==> config.mk <==
export PLATFORM = sky130hd
export DESIGN_NAME = lcd_arbiter_flat
export DESIGN_NICKNAME = d
export VERILOG_FILES = /design/src/rtl/lcd_arbiter_if.sv /design/src/rtl/lcd_arbiter.sv /design/src/flat_wrapper.sv
export SDC_FILE = /design/constraint.sdc
export NUM_CORES = 1
export LEC_CHECK = 0
export CORE_MARGIN = 2
export CORE_UTILIZATION = 48
export DETAILED_ROUTE_END_ITERATION = 10
export PLACE_DENSITY_LB_ADDON = 0.3
export SYNTH_ARGS = -nofsm -noshare
export SYNTH_HDL_FRONTEND = slang
export SYNTH_SLANG_ARGS = --single-unit
==> constraint.sdc <==
create_clock -name clk_ctrl -period 4.9 [get_ports clk_ctrl]
set_input_delay 0.98 -clock clk_ctrl [delete_from_list [all_inputs] [get_ports clk_ctrl]]
set_output_delay 0.98 -clock clk_ctrl [all_outputs]
set_load 0.02 [all_outputs]
==> src/rtl/lcd_arbiter_if.sv <==
// Bundle of the two client command words, the grant/ack handshake and the
// single word path toward the LCD instruction engine.
interface lcd_arbiter_if #(
  parameter int LCD_DATA_BIT_WIDTH              = 8,
  parameter int LCD_ROW_COUNT_BIT_WIDTH         = 6,
  parameter int LCD_ADDR_Y_COUNT_BIT_WIDTH      = 6,
  parameter int LCD_ADDR_X_COUNT_BIT_WIDTH      = 3,
  parameter int LCD_DATA_ACTION_COUNT_BIT_WIDTH = 2
);
  logic [1:0] req;
  logic [1:0] lock;
  logic [1:0] gnt;
  logic [1:0] ack;
  logic       timeout_err;

  logic [LCD_DATA_BIT_WIDTH-1:0]              c0_data, c1_data;
  logic [LCD_ROW_COUNT_BIT_WIDTH-1:0]         c0_start_line, c1_start_line;
  logic [LCD_ADDR_Y_COUNT_BIT_WIDTH-1:0]      c0_addr_y, c1_addr_y;
  logic [LCD_ADDR_X_COUNT_BIT_WIDTH-1:0]      c0_addr_x, c1_addr_x;
  logic [LCD_DATA_ACTION_COUNT_BIT_WIDTH-1:0] c0_action, c1_action;

  logic                                       instr_busy;
  logic                                       data_busy;
  logic [LCD_DATA_BIT_WIDTH-1:0]              data;
  logic [LCD_ROW_COUNT_BIT_WIDTH-1:0]         start_line;
  logic [LCD_ADDR_Y_COUNT_BIT_WIDTH-1:0]      addr_y;
  logic [LCD_ADDR_X_COUNT_BIT_WIDTH-1:0]      addr_x;
  logic [LCD_DATA_ACTION_COUNT_BIT_WIDTH-1:0] data_action;

  modport slave (
    input  req, lock,
    input  c0_data, c1_data, c0_start_line, c1_start_line,
    input  c0_addr_y, c1_addr_y, c0_addr_x, c1_addr_x, c0_action, c1_action,
    input  instr_busy,
    output gnt, ack, timeout_err,
    output data_busy, data, start_line, addr_y, addr_x, data_action
  );

  modport master (
    output req, lock,
    output c0_data, c1_data, c0_start_line, c1_start_line,
    output c0_addr_y, c1_addr_y, c0_addr_x, c1_addr_x, c0_action, c1_action,
    output instr_busy,
    input  gnt, ack, timeout_err,
    input  data_busy, data, start_line, addr_y, addr_x, data_action
  );
endinterface

==> src/rtl/lcd_arbiter.sv <==
// Two-client arbiter in front of the LCD instruction engine: round-robin ties,
// locked bursts, accept timeout, one registered command word at a time.
module lcd_arbiter #(
  parameter int ACCEPT_TIMEOUT                  = 4095,
  parameter int LCD_DATA_BIT_WIDTH              = 8,
  parameter int LCD_ROW_COUNT_BIT_WIDTH         = 6,
  parameter int LCD_ADDR_Y_COUNT_BIT_WIDTH      = 6,
  parameter int LCD_ADDR_X_COUNT_BIT_WIDTH      = 3,
  parameter int LCD_DATA_ACTION_COUNT_BIT_WIDTH = 2,
  parameter logic [LCD_DATA_ACTION_COUNT_BIT_WIDTH-1:0] LCD_DATA_ACTION_WRITE_DATA = 1
) (
  input logic         clk_ctrl,
  input logic         reset,
  lcd_arbiter_if.slave bus
);
  localparam logic [1:0]  IDLE          = 2'd0;
  localparam logic [1:0]  WAIT_ACCEPT   = 2'd1;
  localparam logic [1:0]  WAIT_DONE     = 2'd2;
  localparam logic [11:0] TIMEOUT_LIMIT = 12'(ACCEPT_TIMEOUT);

  logic [1:0]  state_reg;
  logic [1:0]  gnt_reg, ack_reg;
  logic        timeout_reg;
  logic        last_reg, winner_reg;
  logic        owner_valid_reg, owner_reg;
  logic [11:0] count_reg;
  logic        data_busy_reg;

  logic [LCD_DATA_BIT_WIDTH-1:0]              data_reg;
  logic [LCD_ROW_COUNT_BIT_WIDTH-1:0]         start_line_reg;
  logic [LCD_ADDR_Y_COUNT_BIT_WIDTH-1:0]      addr_y_reg;
  logic [LCD_ADDR_X_COUNT_BIT_WIDTH-1:0]      addr_x_reg;
  logic [LCD_DATA_ACTION_COUNT_BIT_WIDTH-1:0] action_reg;

  logic [LCD_DATA_BIT_WIDTH-1:0]              cl_data       [2];
  logic [LCD_ROW_COUNT_BIT_WIDTH-1:0]         cl_start_line [2];
  logic [LCD_ADDR_Y_COUNT_BIT_WIDTH-1:0]      cl_addr_y     [2];
  logic [LCD_ADDR_X_COUNT_BIT_WIDTH-1:0]      cl_addr_x     [2];
  logic [LCD_DATA_ACTION_COUNT_BIT_WIDTH-1:0] cl_action     [2];

  logic       owner_locked;
  logic       win_valid, win_idx;
  logic [1:0] win_onehot;

  assign cl_data[0]       = bus.c0_data;
  assign cl_data[1]       = bus.c1_data;
  assign cl_start_line[0] = bus.c0_start_line;
  assign cl_start_line[1] = bus.c1_start_line;
  assign cl_addr_y[0]     = bus.c0_addr_y;
  assign cl_addr_y[1]     = bus.c1_addr_y;
  assign cl_addr_x[0]     = bus.c0_addr_x;
  assign cl_addr_x[1]     = bus.c1_addr_x;
  assign cl_action[0]     = bus.c0_action;
  assign cl_action[1]     = bus.c1_action;

  assign owner_locked = owner_valid_reg && bus.lock[owner_reg];

  // A locked owner blocks the other client even while its own req is low.
  always_comb begin
    win_valid = 1'b0;
    win_idx   = 1'b0;
    if (owner_locked) begin
      win_valid = bus.req[owner_reg];
      win_idx   = owner_reg;
    end else begin
      unique case (bus.req)
        2'b01:   begin win_valid = 1'b1; win_idx = 1'b0;      end
        2'b10:   begin win_valid = 1'b1; win_idx = 1'b1;      end
        2'b11:   begin win_valid = 1'b1; win_idx = ~last_reg; end
        default: begin win_valid = 1'b0; win_idx = 1'b0;      end
      endcase
    end
  end

  for (genvar gi = 0; gi < 2; gi++) begin : g_onehot
    assign win_onehot[gi] = win_valid && (win_idx == 1'(gi));
  end

  always_ff @(posedge clk_ctrl) begin
    if (reset) begin
      state_reg       <= IDLE;
      gnt_reg         <= 2'b00;
      ack_reg         <= 2'b00;
      timeout_reg     <= 1'b0;
      last_reg        <= 1'b1;
      winner_reg      <= 1'b0;
      owner_valid_reg <= 1'b0;
      owner_reg       <= 1'b0;
      count_reg       <= '0;
      data_busy_reg   <= 1'b1;
      data_reg        <= '0;
      start_line_reg  <= '0;
      addr_y_reg      <= '0;
      addr_x_reg      <= '0;
      action_reg      <= LCD_DATA_ACTION_WRITE_DATA;
    end else begin
      ack_reg     <= 2'b00;
      timeout_reg <= 1'b0;
      case (state_reg)
        IDLE: begin
          if (!bus.instr_busy) begin
            if (!owner_locked) owner_valid_reg <= 1'b0;
            if (win_valid) begin
              data_reg       <= cl_data[win_idx];
              start_line_reg <= cl_start_line[win_idx];
              addr_y_reg     <= cl_addr_y[win_idx];
              addr_x_reg     <= cl_addr_x[win_idx];
              action_reg     <= cl_action[win_idx];
              gnt_reg        <= win_onehot;
              last_reg       <= win_idx;
              winner_reg     <= win_idx;
              data_busy_reg  <= 1'b0;
              count_reg      <= '0;
              state_reg      <= WAIT_ACCEPT;
            end
          end
        end
        WAIT_ACCEPT: begin
          // Accept beats a coincident timeout.
          if (bus.instr_busy) begin
            data_busy_reg   <= 1'b1;
            ack_reg         <= gnt_reg;
            owner_valid_reg <= bus.lock[winner_reg];
            owner_reg       <= winner_reg;
            state_reg       <= WAIT_DONE;
          end else if (count_reg == TIMEOUT_LIMIT) begin
            data_busy_reg   <= 1'b1;
            timeout_reg     <= 1'b1;
            gnt_reg         <= 2'b00;
            owner_valid_reg <= 1'b0;
            state_reg       <= IDLE;
          end else begin
            count_reg <= count_reg + 12'd1;
          end
        end
        WAIT_DONE: begin
          if (!bus.instr_busy) begin
            gnt_reg   <= 2'b00;
            state_reg <= IDLE;
          end
        end
        default: state_reg <= IDLE;
      endcase
    end
  end

  assign bus.gnt         = gnt_reg;
  assign bus.ack         = ack_reg;
  assign bus.timeout_err = timeout_reg;
  assign bus.data_busy   = data_busy_reg;
  assign bus.data        = data_reg;
  assign bus.start_line  = start_line_reg;
  assign bus.addr_y      = addr_y_reg;
  assign bus.addr_x      = addr_x_reg;
  assign bus.data_action = action_reg;
endmodule

==> src/flat_wrapper.sv <==
// flat-port wrapper written by rule: the top's interface ports become plain ports
module lcd_arbiter_flat 
#(
  parameter int ACCEPT_TIMEOUT                  = 4095,
  parameter int LCD_DATA_BIT_WIDTH              = 8,
  parameter int LCD_ROW_COUNT_BIT_WIDTH         = 6,
  parameter int LCD_ADDR_Y_COUNT_BIT_WIDTH      = 6,
  parameter int LCD_ADDR_X_COUNT_BIT_WIDTH      = 3,
  parameter int LCD_DATA_ACTION_COUNT_BIT_WIDTH = 2,
  parameter logic [LCD_DATA_ACTION_COUNT_BIT_WIDTH-1:0] LCD_DATA_ACTION_WRITE_DATA = 1
)
  (clk_ctrl, reset, bus_req, bus_lock, bus_c0_data, bus_c1_data, bus_c0_start_line, bus_c1_start_line, bus_c0_addr_y, bus_c1_addr_y, bus_c0_addr_x, bus_c1_addr_x, bus_c0_action, bus_c1_action, bus_instr_busy, bus_gnt, bus_ack, bus_timeout_err, bus_data_busy, bus_data, bus_start_line, bus_addr_y, bus_addr_x, bus_data_action);
  lcd_arbiter_if #(.LCD_DATA_BIT_WIDTH(LCD_DATA_BIT_WIDTH), .LCD_ROW_COUNT_BIT_WIDTH(LCD_ROW_COUNT_BIT_WIDTH), .LCD_ADDR_Y_COUNT_BIT_WIDTH(LCD_ADDR_Y_COUNT_BIT_WIDTH), .LCD_ADDR_X_COUNT_BIT_WIDTH(LCD_ADDR_X_COUNT_BIT_WIDTH), .LCD_DATA_ACTION_COUNT_BIT_WIDTH(LCD_DATA_ACTION_COUNT_BIT_WIDTH)) bus_i ();
  input logic clk_ctrl;
  input logic reset;
  input wire logic [$bits(bus_i.req)-1:0] bus_req;
  input wire logic [$bits(bus_i.lock)-1:0] bus_lock;
  input wire logic [$bits(bus_i.c0_data)-1:0] bus_c0_data;
  input wire logic [$bits(bus_i.c1_data)-1:0] bus_c1_data;
  input wire logic [$bits(bus_i.c0_start_line)-1:0] bus_c0_start_line;
  input wire logic [$bits(bus_i.c1_start_line)-1:0] bus_c1_start_line;
  input wire logic [$bits(bus_i.c0_addr_y)-1:0] bus_c0_addr_y;
  input wire logic [$bits(bus_i.c1_addr_y)-1:0] bus_c1_addr_y;
  input wire logic [$bits(bus_i.c0_addr_x)-1:0] bus_c0_addr_x;
  input wire logic [$bits(bus_i.c1_addr_x)-1:0] bus_c1_addr_x;
  input wire logic [$bits(bus_i.c0_action)-1:0] bus_c0_action;
  input wire logic [$bits(bus_i.c1_action)-1:0] bus_c1_action;
  input wire logic [$bits(bus_i.instr_busy)-1:0] bus_instr_busy;
  output wire logic [$bits(bus_i.gnt)-1:0] bus_gnt;
  output wire logic [$bits(bus_i.ack)-1:0] bus_ack;
  output wire logic [$bits(bus_i.timeout_err)-1:0] bus_timeout_err;
  output wire logic [$bits(bus_i.data_busy)-1:0] bus_data_busy;
  output wire logic [$bits(bus_i.data)-1:0] bus_data;
  output wire logic [$bits(bus_i.start_line)-1:0] bus_start_line;
  output wire logic [$bits(bus_i.addr_y)-1:0] bus_addr_y;
  output wire logic [$bits(bus_i.addr_x)-1:0] bus_addr_x;
  output wire logic [$bits(bus_i.data_action)-1:0] bus_data_action;
  assign bus_i.req = bus_req;
  assign bus_i.lock = bus_lock;
  assign bus_i.c0_data = bus_c0_data;
  assign bus_i.c1_data = bus_c1_data;
  assign bus_i.c0_start_line = bus_c0_start_line;
  assign bus_i.c1_start_line = bus_c1_start_line;
  assign bus_i.c0_addr_y = bus_c0_addr_y;
  assign bus_i.c1_addr_y = bus_c1_addr_y;
  assign bus_i.c0_addr_x = bus_c0_addr_x;
  assign bus_i.c1_addr_x = bus_c1_addr_x;
  assign bus_i.c0_action = bus_c0_action;
  assign bus_i.c1_action = bus_c1_action;
  assign bus_i.instr_busy = bus_instr_busy;
  assign bus_gnt = bus_i.gnt;
  assign bus_ack = bus_i.ack;
  assign bus_timeout_err = bus_i.timeout_err;
  assign bus_data_busy = bus_i.data_busy;
  assign bus_data = bus_i.data;
  assign bus_start_line = bus_i.start_line;
  assign bus_addr_y = bus_i.addr_y;
  assign bus_addr_x = bus_i.addr_x;
  assign bus_data_action = bus_i.data_action;
  lcd_arbiter #(.ACCEPT_TIMEOUT(ACCEPT_TIMEOUT), .LCD_DATA_BIT_WIDTH(LCD_DATA_BIT_WIDTH), .LCD_ROW_COUNT_BIT_WIDTH(LCD_ROW_COUNT_BIT_WIDTH), .LCD_ADDR_Y_COUNT_BIT_WIDTH(LCD_ADDR_Y_COUNT_BIT_WIDTH), .LCD_ADDR_X_COUNT_BIT_WIDTH(LCD_ADDR_X_COUNT_BIT_WIDTH), .LCD_DATA_ACTION_COUNT_BIT_WIDTH(LCD_DATA_ACTION_COUNT_BIT_WIDTH), .LCD_DATA_ACTION_WRITE_DATA(LCD_DATA_ACTION_WRITE_DATA)) u_core (.clk_ctrl(clk_ctrl), .reset(reset), .bus(bus_i));
endmodule
==> metrics <==
critical-path cell list=clkdlybuf4s50_1, nand4bb_2, a31oi_4, a2111o_1, or4_1, a31oi_1; cell taking the most area after synthesis=dfxtp_1; GRT Total Usage=22.10%; max cap viols=0; Synth Warn #=0; DRC viols=0; number of post-CTS setup repair buffers=0; Final TNS setup=0 ps; asr flop ratio synth=0%; outcome=finished, final reports clean; WL/cell=13.83 um; later-pin clock latency in the skew report=300 ps; Max VDD drop=0.1627 mV; Clock Sinks=49; number of synthesized flops with an enable pin=0; boundary pin count=88; Die Wd=74.21 um; Final Slew Violations=0; initial antenna violation count=0; Iter 0 DRT Violations=204; DRT Wirelength=5810 um; Synth Flop Type=dfxtp_1; Area contributors post-synth=dfxtp_1 41%, mux2i_1 11%, a21oi_1 7.6%, o21ai_0 5.9%, nand2_1 4.4%; max reg flops=12; share of cells above drive strength 1=4.816%; hold depth=2; top post-synthesis cells by count=49 x dfxtp_1, 36 x a21oi_1, 28 x nand2_1, 28 x o21ai_0, 27 x mux2i_1; Vias per Instance=5.479; Buf+Inv Stages, Crit Path=1; Slew headroom=38.01%; CP max FO=19; TritonCTS clock tree=done; total CTS buffers=5; global-route wire length before repair=9549 um; PostCTS Resize Cnt=0; Crit path largest cell delay=640 ps; Rows=25; number of buffers added on ports=87; top-area cell type share of the netlist area=41.46%; CP Data Required Time=5130 ps; Util after Layout=70.81%; vias in the first global route=2139; detailed-router iteration count before antenna repair=4; post-synthesis sequential area ratio=41.46%; Worst R2R End=u_core.count_reg[7]; clock period minus worst slack=2908 ps; Crit Path Category=input pin to flip-flop; FF-to-FF setup slack=2300 ps; Worst setup SP type=input pin; Crit. End Element=flip-flop; Peak Freq=343.9 MHz; Inserted Diodes=0; clk_skew=5.697 ps; PD cells=273.2 nW/um2; H-tree levels=2; number of routed nets with antenna violations=0; Final Cycle Share=59.34%; gr ovfl total=0; Worst Hold Path EP=u_core.bus.ack[0]; Die H=74.21 um; Synth Instances=275; die footprint=5507 um2; Reg-to-Reg Start=u_core.state_reg[1]; most common cell in the netlist=dfxtp_1; area delta synth->final=41.35%; Hold Vio Cnt, Final=0; post-synthesis net count=337; synth unique cells=43; syn_area_per_cell=8.604 um2; Starting Density=50.09%; Critical Path AT=3140 ps; final worst setup slack=1992 ps; Leakage=1.170 nW; pin count of the biggest net entering global routing=54; worst r2r path cells=6; clk buf depth=2; Hold Crit Class=flip-flop to flip-flop; Clock Pin Slew Worst Setup and Hold Paths=90 ps; dpl hpwl=4111 um; Cell Area, Synth=2366 um2; design area=3344 um2; CP max-delay cell=a2111o_1; hold_buf cts=0; CTS root buffer=clkbuf_8; Setup WS pre-CTS=1660 ps; # setup viols final=0; Hold Crit Start=u_core.bus.gnt[0]; # nets final=414; GP Congestion=0.8116; Worst Tran Pin Value=929.8 ps; dpl cell area=3257 um2; RSZ-0062 raised after global routing=false; CP top delay family=compound AO/OA/AOI/OAI gates; core area=4723 um2; Vias=2301; Synth Register Bits=49
==> cell type report <==
cell class	count	area [um2]
inverter	7	26.28
clock inverter	2	15.01
fill	353	1379
timing repair buffer	89	885.9
tap	67	83.83
clock buffer	6	72.57
multi-input combinational	200	1280
sequential	49	980.9
==> per-stage QoR <==
stage               hold slack, ps  total power, W  std cells
floorplan                    454.5       0.0005743        275
global placement             455.7       0.0006827        412
detailed placement           454.2       0.0006853        412
CTS                          469.1       0.0009172        420
global route                 499.2       0.0009540        420
finish                       463.6       0.0009138        420
==> worst max-delay path by stage <==
stage	startpoint	to	slack [ps]	depth (start not counted)
3_3_place_gp	bus_lock[1]	u_core.bus.start_line[0]	1730	6
3_5_place_dp	bus_lock[0]	u_core.bus.data[1]	1660	6
4_1_cts	bus_lock[0]	u_core.bus.data[1]	1990	6
2_1_floorplan	bus_req[1]	u_core.count_reg[7]	2460	6
5_1_grt	bus_lock[0]	u_core.bus.data[1]	1850	6
6_report	bus_req[0]	u_core.count_reg[7]	1990	6
==> cell families (layout without fill, tap and decap cells) <==
| family | after synthesis | in the layout | share of synthesized area, % |
|---|---|---|---|
| AOI/OAI and AO/OA | 86 | 86 | 21.52 |
| muxes | 28 | 28 | 11.90 |
| adders and majority gates | 5 | 5 | 2.644 |
| buffers and inverters | 26 | 104 | 4.759 |
| and+or+nand+nor | 81 | 81 | 17.72 |
| DFF | 49 | 49 | 41.46 |
==> tightest hold or removal path: stages, from the launching register on <==
cell and delay (ps):
dfxtp_1 320, inv_1 60, nor3_1 50
==> per-layer routing <==
metal | up-vias | global-route usage [%] | wire length [um]
li1 | 1157 | - | -
met1 | 1049 | 28.68 | 2474
met2 | 91 | 33.83 | 2669
met3 | 4 | 10.03 | 608
met4 | 0 | 5.556 | 58
met5 | - | 0 | 0
==> report_power, final <==
| part | internal (W) | total, W | switching [W] |
|---|---|---|---|
| Combinational | 0.000118 | 0.000238 | 0.000119 |
| Clock | 0.000101 | 0.000237 | 0.000136 |
| Sequential | 0.000425 | 0.000439 | 0.0000144 |
| Total | 0.000644 | 0.000914 | 0.000270 |
==> cells in the final DEF, fill, tap and decap left out, types with 2 or more instances in the layout <==
master	instances
or4_1	6
nor2_1	10
clkdlybuf4s50_1	87
clkbuf_8	5
nand4_1	3
a21oi_1	36
a31oi_1	5
nor3_1	7
clkinvlp_4	2
buf_4	2
o211ai_1	2
dfxtp_1	49
o32ai_1	3
ha_1	5
or3_1	3
and2_1	2
o41ai_1	2
nor4_1	3
nand3_1	9
inv_1	7
nand2_1	28
mux2i_1	27
or2_2	3
o21ai_0	28
Note: power is estimated with default switching activity, not from simulation.
